[src/rtl/ras_pkg.sv]
// ras_pkg: shared types and constants for the decode-stage RAS recovery logic.
//   ADDR_W      width of PCs and return addresses
//   RET_OFFSET  return address = call PC + RET_OFFSET (MIPS delay slot)
//   ras_rc_state_t  recovery FSM state
//   ras_pred_t      IF/ID snapshot of one fetch-stage RAS prediction
package ras_pkg;

  localparam int ADDR_W     = 32;
  localparam int RET_OFFSET = 8;

  typedef enum logic {
    RAS_RC_IDLE  = 1'b0,
    RAS_RC_PUSH2 = 1'b1
  } ras_rc_state_t;

  typedef struct packed {
    logic              valid;
    logic              pred_call;
    logic              pred_ret;
    logic [ADDR_W-1:0] pc;
    logic [ADDR_W-1:0] ret_addr;
  } ras_pred_t;

endpackage

[src/rtl/ras_ifid_reg.sv]
// ras_ifid_reg: IF/ID capture register for the RAS prediction of one instruction.
// Ports:
//   clk, rst        clock, synchronous active-high reset
//   if_*            fetch-stage instruction and RAS prediction
//   id_stall        hold every field
//   id_flush        kill the slot (wins over stall and load)
//   fire            the slot produced its recovery action this cycle
//   squash_set      a redirect is issued; next load is wrong-path
//   ifid            registered prediction record
//   done            the slot already fired (blocks a second fire while stalled)
module ras_ifid_reg
  import ras_pkg::*;
(
  input  logic              clk,
  input  logic              rst,
  input  logic              if_valid,
  input  logic [ADDR_W-1:0] if_pc,
  input  logic              if_pred_call,
  input  logic              if_pred_ret,
  input  logic [ADDR_W-1:0] if_ret_addr,
  input  logic              id_stall,
  input  logic              id_flush,
  input  logic              fire,
  input  logic              squash_set,
  output ras_pred_t         ifid,
  output logic              done
);

  logic squash;

  always_ff @(posedge clk) begin
    if (rst) begin
      ifid <= '0;
      done <= 1'b0;
    end else if (id_flush) begin
      ifid.valid <= 1'b0;
      done       <= 1'b0;
    end else if (!id_stall) begin
      ifid.valid     <= if_valid & ~squash;
      // A slot flagged as both call and ret is handled as a ret only.
      ifid.pred_call <= if_pred_call & ~if_pred_ret;
      ifid.pred_ret  <= if_pred_ret;
      ifid.pc        <= if_pc;
      ifid.ret_addr  <= if_ret_addr;
      done           <= 1'b0;
    end else begin
      done <= done | fire;
    end
  end

  // squash kills exactly one load: the fetch slot that was already in flight
  // when the redirect went out. It survives stalls until that load happens.
  always_ff @(posedge clk) begin
    if (rst) begin
      squash <= 1'b0;
    end else if (squash_set) begin
      squash <= 1'b1;
    end else if (!id_flush && !id_stall) begin
      squash <= 1'b0;
    end
  end

endmodule

[src/rtl/core_ras_recover.sv]
// core_ras_recover: decode-stage checker for the fetch-stage return address stack.
// Compares the RAS prediction latched in IF/ID with the decoded instruction and,
// on a mismatch, repairs the RAS and redirects fetch to the fall-through PC.
// Ports:
//   clk, rst                 clock, synchronous active-high reset
//   if_valid/if_pc/if_pred_* fetch slot and its RAS prediction
//   if_ret_addr              address the RAS popped at fetch
//   id_stall, id_flush       IF/ID hold and kill
//   id_is_call, id_is_ret    decode of the instruction in ID
//   recover_push(_addr)      1-cycle push request to the RAS
//   recover_pop              1-cycle pop request to the RAS
//   redirect, redirect_pc    1-cycle fetch redirect to the fall-through PC
//   mispred_cnt              saturating count of mispredicted instructions
// Flow semantics: an instruction is presented by if_valid and is accepted into
// ID on any cycle without id_stall; id_flush discards it. There is no
// back-pressure on the recovery/redirect outputs; each is a single-cycle pulse
// that the consumer must take in the cycle it is asserted.
module core_ras_recover #(
  parameter int ADDR_W     = ras_pkg::ADDR_W,
  parameter int RET_OFFSET = ras_pkg::RET_OFFSET,
  parameter int CNT_W      = 16
) (
  input  logic              clk,
  input  logic              rst,
  input  logic              if_valid,
  input  logic [ADDR_W-1:0] if_pc,
  input  logic              if_pred_call,
  input  logic              if_pred_ret,
  input  logic [ADDR_W-1:0] if_ret_addr,
  input  logic              id_stall,
  input  logic              id_flush,
  input  logic              id_is_call,
  input  logic              id_is_ret,
  output logic              recover_push,
  output logic [ADDR_W-1:0] recover_push_addr,
  output logic              recover_pop,
  output logic              redirect,
  output logic [ADDR_W-1:0] redirect_pc,
  output logic [CNT_W-1:0]  mispred_cnt
);
  import ras_pkg::*;

  ras_pred_t     ifid;
  logic          done;
  logic          fire;
  ras_rc_state_t state_q, state_d;
  logic [ADDR_W-1:0] push2_addr_q, push2_addr_d;

  logic              push_d, pop_d, redirect_d;
  logic [ADDR_W-1:0] push_addr_d, redirect_pc_d;
  logic              eval;
  logic              case_a, case_b, case_c, case_d, case_e;
  logic [ADDR_W-1:0] fall_pc, link_addr;

  ras_ifid_reg u_ifid (
    .clk          (clk),
    .rst          (rst),
    .if_valid     (if_valid),
    .if_pc        (if_pc),
    .if_pred_call (if_pred_call),
    .if_pred_ret  (if_pred_ret),
    .if_ret_addr  (if_ret_addr),
    .id_stall     (id_stall),
    .id_flush     (id_flush),
    .fire         (fire),
    .squash_set   (redirect_d),
    .ifid         (ifid),
    .done         (done)
  );

  assign fall_pc   = ifid.pc + ADDR_W'(4);
  assign link_addr = ifid.pc + ADDR_W'(RET_OFFSET);

  // Classification; pred_call and pred_ret are mutually exclusive in IF/ID.
  always_comb begin
    case_b = ifid.pred_ret & id_is_call;
    case_a = ifid.pred_ret & ~id_is_call & ~id_is_ret;
    case_d = ifid.pred_call & id_is_ret;
    case_c = ifid.pred_call & ~id_is_call & ~id_is_ret;
    case_e = ~ifid.pred_call & ~ifid.pred_ret & id_is_call;
  end

  assign eval = ifid.valid & ~done & (state_q == RAS_RC_IDLE) & ~id_flush;
  assign fire = eval & (case_a | case_b | case_c | case_d | case_e);

  always_comb begin
    state_d       = state_q;
    push2_addr_d  = push2_addr_q;
    push_d        = 1'b0;
    push_addr_d   = '0;
    pop_d         = 1'b0;
    redirect_d    = 1'b0;
    redirect_pc_d = '0;
    if (state_q == RAS_RC_PUSH2) begin
      // Second half of a call that was predicted as a return. A flush seen
      // now drops it: the call itself was on a killed path.
      state_d = RAS_RC_IDLE;
      if (!id_flush) begin
        push_d      = 1'b1;
        push_addr_d = push2_addr_q;
      end
    end else if (eval) begin
      if (case_b) begin
        push_d       = 1'b1;
        push_addr_d  = ifid.ret_addr;
        // IF/ID may advance next cycle, so keep the link address here.
        push2_addr_d = link_addr;
        state_d      = RAS_RC_PUSH2;
      end else if (case_a) begin
        push_d        = 1'b1;
        push_addr_d   = ifid.ret_addr;
        redirect_d    = 1'b1;
        redirect_pc_d = fall_pc;
      end else if (case_d) begin
        pop_d = 1'b1;
      end else if (case_c) begin
        pop_d         = 1'b1;
        redirect_d    = 1'b1;
        redirect_pc_d = fall_pc;
      end else if (case_e) begin
        push_d      = 1'b1;
        push_addr_d = link_addr;
      end
    end
  end

  always_ff @(posedge clk) begin
    if (rst) begin
      state_q      <= RAS_RC_IDLE;
      push2_addr_q <= '0;
    end else begin
      state_q      <= state_d;
      push2_addr_q <= push2_addr_d;
    end
  end

  always_ff @(posedge clk) begin
    if (rst) begin
      recover_push      <= 1'b0;
      recover_push_addr <= '0;
      recover_pop       <= 1'b0;
      redirect          <= 1'b0;
      redirect_pc       <= '0;
    end else begin
      recover_push      <= push_d;
      recover_push_addr <= push_addr_d;
      recover_pop       <= pop_d;
      redirect          <= redirect_d;
      redirect_pc       <= redirect_pc_d;
    end
  end

  // Counted on the first action of an instruction only, so the double push
  // of a call mispredicted as a return counts once.
  always_ff @(posedge clk) begin
    if (rst) begin
      mispred_cnt <= '0;
    end else if (fire && (mispred_cnt != {CNT_W{1'b1}})) begin
      mispred_cnt <= mispred_cnt + CNT_W'(1);
    end
  end

endmodule

[config.mk]
export PLATFORM = sky130hd
export DESIGN_NAME = core_ras_recover
export DESIGN_NICKNAME = d
export VERILOG_FILES = /design/src/rtl/ras_pkg.sv /design/src/rtl/ras_ifid_reg.sv /design/src/rtl/core_ras_recover.sv
export SDC_FILE = /design/constraint.sdc
export NUM_CORES = 1
export LEC_CHECK = 0
export CAP_MARGIN = 10
export CELL_PAD_IN_SITES_DETAIL_PLACEMENT = 1
export CELL_PAD_IN_SITES_GLOBAL_PLACEMENT = 1
export CORE_MARGIN = 4
export CORE_UTILIZATION = 42
export CTS_CLUSTER_DIAMETER = 80
export DETAILED_ROUTE_END_ITERATION = 6
export GPL_TIMING_DRIVEN = 0
export HOLD_SLACK_MARGIN = 0.1
export PLACE_DENSITY_LB_ADDON = 0.25
export SYNTH_ARGS = -nofsm -noshare
export SYNTH_HDL_FRONTEND = slang
export SYNTH_HIERARCHICAL = 1
export SYNTH_SLANG_ARGS = --single-unit
export TNS_END_PERCENT = 10
[constraint.sdc]
create_clock -name clk -period 3.4 [get_ports clk]
set_input_delay 0.51 -clock clk [delete_from_list [all_inputs] [get_ports clk]]
set_output_delay 0.51 -clock clk [all_outputs]
set_load 0.05 [all_outputs]
---- Word-level counts from Yosys, hierarchy flattened ----
Cells that the tools add are included.
storage, ports and cells
  register bits after elaboration ......... 185
  bits of input ports ..................... 73
  output and inout port bits .............. 83
cells by class
  $add $sub $neg .......................... 3
  equal/unequal tests ..................... 1
  multiplexer cells ....................... 29
  bitwise operators ....................... 30
  reductions and logical operators ........ 12
operators by type and width
  cell                     count
  $mux W32                 11
  $add A32 B3 Y32 const B  1
  $add A32 B4 Y32 const B  1
  $mux W1                  18
  $add A16 B1 Y16 const B  1
  $ne A16 B16 Y1 const B   1
  $and A1 B1 Y1            14
  $not A1 Y1               11
  $reduce_or A3 Y1         2
  $or A1 B1 Y1             5
  $reduce_or A5 Y1         1
  $reduce_or A4 Y1         1
  $reduce_and A3 Y1        1
  $logic_and A1 B1 Y1      2
  $logic_not A1 Y1         2
  $reduce_and A2 Y1        1
  $reduce_bool A2 Y1       1
  $reduce_or A2 Y1         1

---- Longest topological paths before layout ----
  depth in word-level cells ............... 10
  mapped depth ............................ 7

---- Hierarchy ----
Netlist, hierarchy kept.
modules (own cells, without submodules)
  module            instances  cells an instance  area an instance (um^2)  seq. area each (um^2)
  core_ras_recover  1          569                4991.0                   2322.2
  ras_ifid_reg      1          313                2852.7                   1381.3

---- Least setup slack after synthesis ----
OpenSTA, ideal clock, no wires.
  kind .................................... in2reg
  start point ............................. input id_flush
  end point ............................... register redirect_pc[23]
  data arrival time ....................... 2.290 ns
  required time ........................... 3.341 ns
  path slack .............................. 1.051 ns
  cell stages on the path ................. 5
  cells stage by stage .................... or4b_4 -> or4_1 -> or2_1 -> or4_1 -> nand2_1
on the way
  word-level cells in the longest chain between the ends .. 4
RTL lines
  element                            RTL line                 source
  from (decl)                        core_ras_recover.sv:31   input logic id_flush,
  $not A1 Y1 (no source line)        --
  $and A1 B1 Y1                      core_ras_recover.sv:83   assign eval = ifid.valid & ~done & (state_q == RAS_RC_IDLE) & ~id_flush;
  $not A1 Y1 (no source line)        --
  $reduce_or A4 Y1 (no source line)  --
  to (signal assigned)               core_ras_recover.sv:149  redirect_pc <= redirect_pc_d;
  to (decl)                          core_ras_recover.sv:38   output logic [ADDR_W-1:0] redirect_pc,
No other way between the ends.
A chain may end at the register's enable or synchronous reset.

---- Final worst setup path ----
  start point ............................. register, netlist name u_ifid/ifid[35]
  end point ............................... register redirect_pc[23]
on the way
  word-level cells in the longest chain between the ends .. 4
RTL lines
  element            RTL line                 source
  $add A32 B3 Y32 *  core_ras_recover.sv:71   assign fall_pc = ifid.pc + ADDR_W'(4);
  $mux W32           core_ras_recover.sv:116  end else if (case_c) begin
  $mux W32           core_ras_recover.sv:114  end else if (case_d) begin
  $mux W32 *         core_ras_recover.sv:109  end else if (case_a) begin
Mark *: on every way between the ends. The rest lies on a longest branch, timed or not.

==> out/qor.yml <==
floorplanning:
  dieArea_um2: 20900
  coreArea_um2: 18100
  die_w_um: 145
  num_rows: 49
  initial_core_util_pct: 43.2
  die_y_um: 145
  ios: 156
clocking:
  clkTransAtPathRegs_ps: 70
  cts_tree: "built"
  hold_buffers: 0
  ctsLongestPathBuffers: 2
  numCtsBuffers: 17
  post-cts-setup-buffers: 0
  clock_sinks: 185
  clockRootBuffer: "clkbuf_16"
  htree_num_levels: 4
  worstSkewPairLatency_ps: 440
  cts_resized: 0
hold_path:
  min_path_type: "reg2reg"
layout:
  instances_no_fill: 1295
  drive_gt1_share_pct: 5.53
  final_nets: 1130
  final_util_pct: 56.2
  finish.instance_area_um2: 10200
  synthToLayoutAreaGrowth_pct: 30.1
  layout_commonest_cell: "dfxtp_1"
  final_cell_mix: "185 x dfxtp_1, 153 x clkdlybuf4s50_1, 85 x nor2_1, 84 x o21ai_0, 70 x a21oi_1"
  antenna_cells: 0
timing:
  period_needed_ps: 2970
  finalHoldViolations: 0
  fmax_mhz: 336
  tightest_slew_ps: 1050
  fin_skew_ps: 8.61
  holdWs_ps: 464
  setup_slack_ps: 428
  rsz0062_at_grt: "no"
  fin_tns_setup_ps: 0
  setup_viol: 0
  maxSlewViolCount: 0
  slew_headroom_pct: 29.1
  min_period_over_period_pct: 87.4
run_status:
  status: "complete, no violations"
synthesis:
  yosysWarnings: 6
  post_synth_num_cell_types: 48
  avgSynthCellArea_um2: 8.89
  synth_ff_type: "dfxtp_1"
  synth_edf_count: 0
  synth_top_area_share_pct: 47.2
  syn_nets: 958
  yosys-top-cells-area: "dfxtp_1 47%, or3b_1 7.4%, o21ai_0 5.4%"
  yosys.area.top_type: "dfxtp_1"
  seq_area_frac_synth_pct: 47.2
  ys_ff_latch: 185
  syn_inst: 882
  netlist_area_um2: 7840
  async_reset_ff_share_pct: 0
drt:
  wl_mm: 26.1
  vias_per_cell: 5.62
  dr_total_vias: 7272
  final_antenna_net_count: 0
  drt_iter0_drc: 459
  firstDrtPassIters: 5
  drt-wirelength-per-cell_um: 20.2
  drcViolationCount: 0
global_route:
  grt_usage_pct: 25.2
  grt_first_pass_wirelength_mm: 40.7
  antenna_found_initial: 0
  overflow: 0
  grt_max_degree: 17
  grt_pass1_vias: 7382
setup_path:
  crit_required_ps: 3780
  path_buf_inv: 0
  arrival_ps: 3350
  slowest_stage: "nor4_2"
  critPathTopFamily: "simple AND/OR/NAND/NOR gates"
  critical_path.max_stage_delay_ps: 960
  startpoint_type: "flip-flop"
  endpoint_kind: "flip-flop"
  cp_cell_sequence: "ha_1, nand4_1, nor4_2, nand3_1, or4_1, nand2_1"
  cp_max_fo: 10
  critPathKind: "reg2reg"
  reg2reg_slack_ps: 430
pwr:
  power_frac_seq_pct: 50.3
  p_sw_share_pct: 24.2
  total_power_mw: 4.45
  p_switching_mw: 1.08
  clock_power_share_pct: 42.4
  leakagePower_nw: 3.36
  irDropWorstVdd_mv: 0.370
  power.internal_mw: 3.38
  power_density_nw_per_um2: 436
  comb_power_share_pct: 7.3
placement:
  port_buffers: 153
  place.gp.congestion: 0.904
  placed_area_um2: 9660
  dp_slack_ps: 138
  dp.cells: 1264
  place_hpwl_mm: 19.4
flow_run:
  cap_viol_max_count: 0
routing by layer:
| metal | track usage, % | wire length (µm) |
|---|---|---|
| met3 | 4.63 | 1410 |
| met5 | 0 | 0 |
| met1 | 33.2 | 11500 |
| met2 | 41.4 | 12500 |
| met4 | 9.47 | 740 |
flip-flops by register name, summed over array words and instances, names as in the netlist:
name	count
mispred_cnt	16
push2_addr_q	32
recover_pop	1
recover_push	1
recover_push_addr	32
redirect	1
redirect_pc	32
state_q	1
u_ifid/done	1
u_ifid/ifid	67
u_ifid/squash	1
cell families after synthesis:
logic type               after synthesis  share of synthesized area, %
AO/OA/AOI/OAI                        237                          17.2
XOR/XNOR                              63                          7.03
adder cells (fa/ha/maj)                3                         0.479
buffers and inverters                 88                          4.82
flip-flops                           185                          47.2
multiplexers                           9                          1.15
AND/OR/NAND/NOR                      297                          22.1
worst register-to-register path, cell delays in order (launching register included):
cell     delay [ps]
dfxtp_1         460
ha_1            310
nand4_1         330
nor4_2          960
nand3_1         300
or4_1           470
nand2_1          80
final cells by class:
| type | instances | area, µm² |
|---|---|---|
| Fill cell | 2154 | 7940 |
| Multi-Input combinational cell | 609 | 3760 |
| Sequential cell | 185 | 3700 |
| Timing Repair Buffer | 153 | 1530 |
| Clock buffer | 19 | 443 |
| Buffer | 76 | 333 |
| Tap cell | 229 | 287 |
| Clock inverter | 12 | 103 |
| Inverter | 12 | 45.0 |
power groups by stage:
stage / Combinational, mW / Clock [mW] / Sequential (mW)
after global placement: 0.316 / 0 / 2.29
after CTS: 0.325 / 1.91 / 2.24
after detailed placement: 0.322 / 0 / 2.29
final: 0.327 / 1.89 / 2.24
after global routing: 0.354 / 2.01 / 2.24
after floorplan: 0.165 / 0 / 2.28
final timing paths:
check	cells after the start	from	to
setup / recovery	6	u_ifid/ifid[35]$_SDFFE_PP0P_	redirect_pc[23]$_SDFF_PP0_
hold reg to reg	2	push2_addr_q[3]$_SDFFE_PP0P_	recover_push_addr[3]$_SDFF_PP0_
hold / removal	2	push2_addr_q[3]$_SDFFE_PP0P_	recover_push_addr[3]$_SDFF_PP0_
setup reg to reg	6	u_ifid/ifid[35]$_SDFFE_PP0P_	redirect_pc[23]$_SDFF_PP0_
cells in the mapped netlist, drive strengths merged (4+ instances only):
cell type / number
clkbuf: 53
nor2: 85
and2: 4
buf: 23
nor4: 9
xnor2: 30
or3b: 66
nand2: 37
and4: 6
a21oi: 70
xor2: 33
o21ai: 103
or3: 4
nor3: 13
dfxtp: 185
a22oi: 24
mux2i: 9
inv: 12
and3: 11
nand4: 20
a211oi: 29
nand3: 26
No activity file was read; power rests on OpenSTA's default activity.
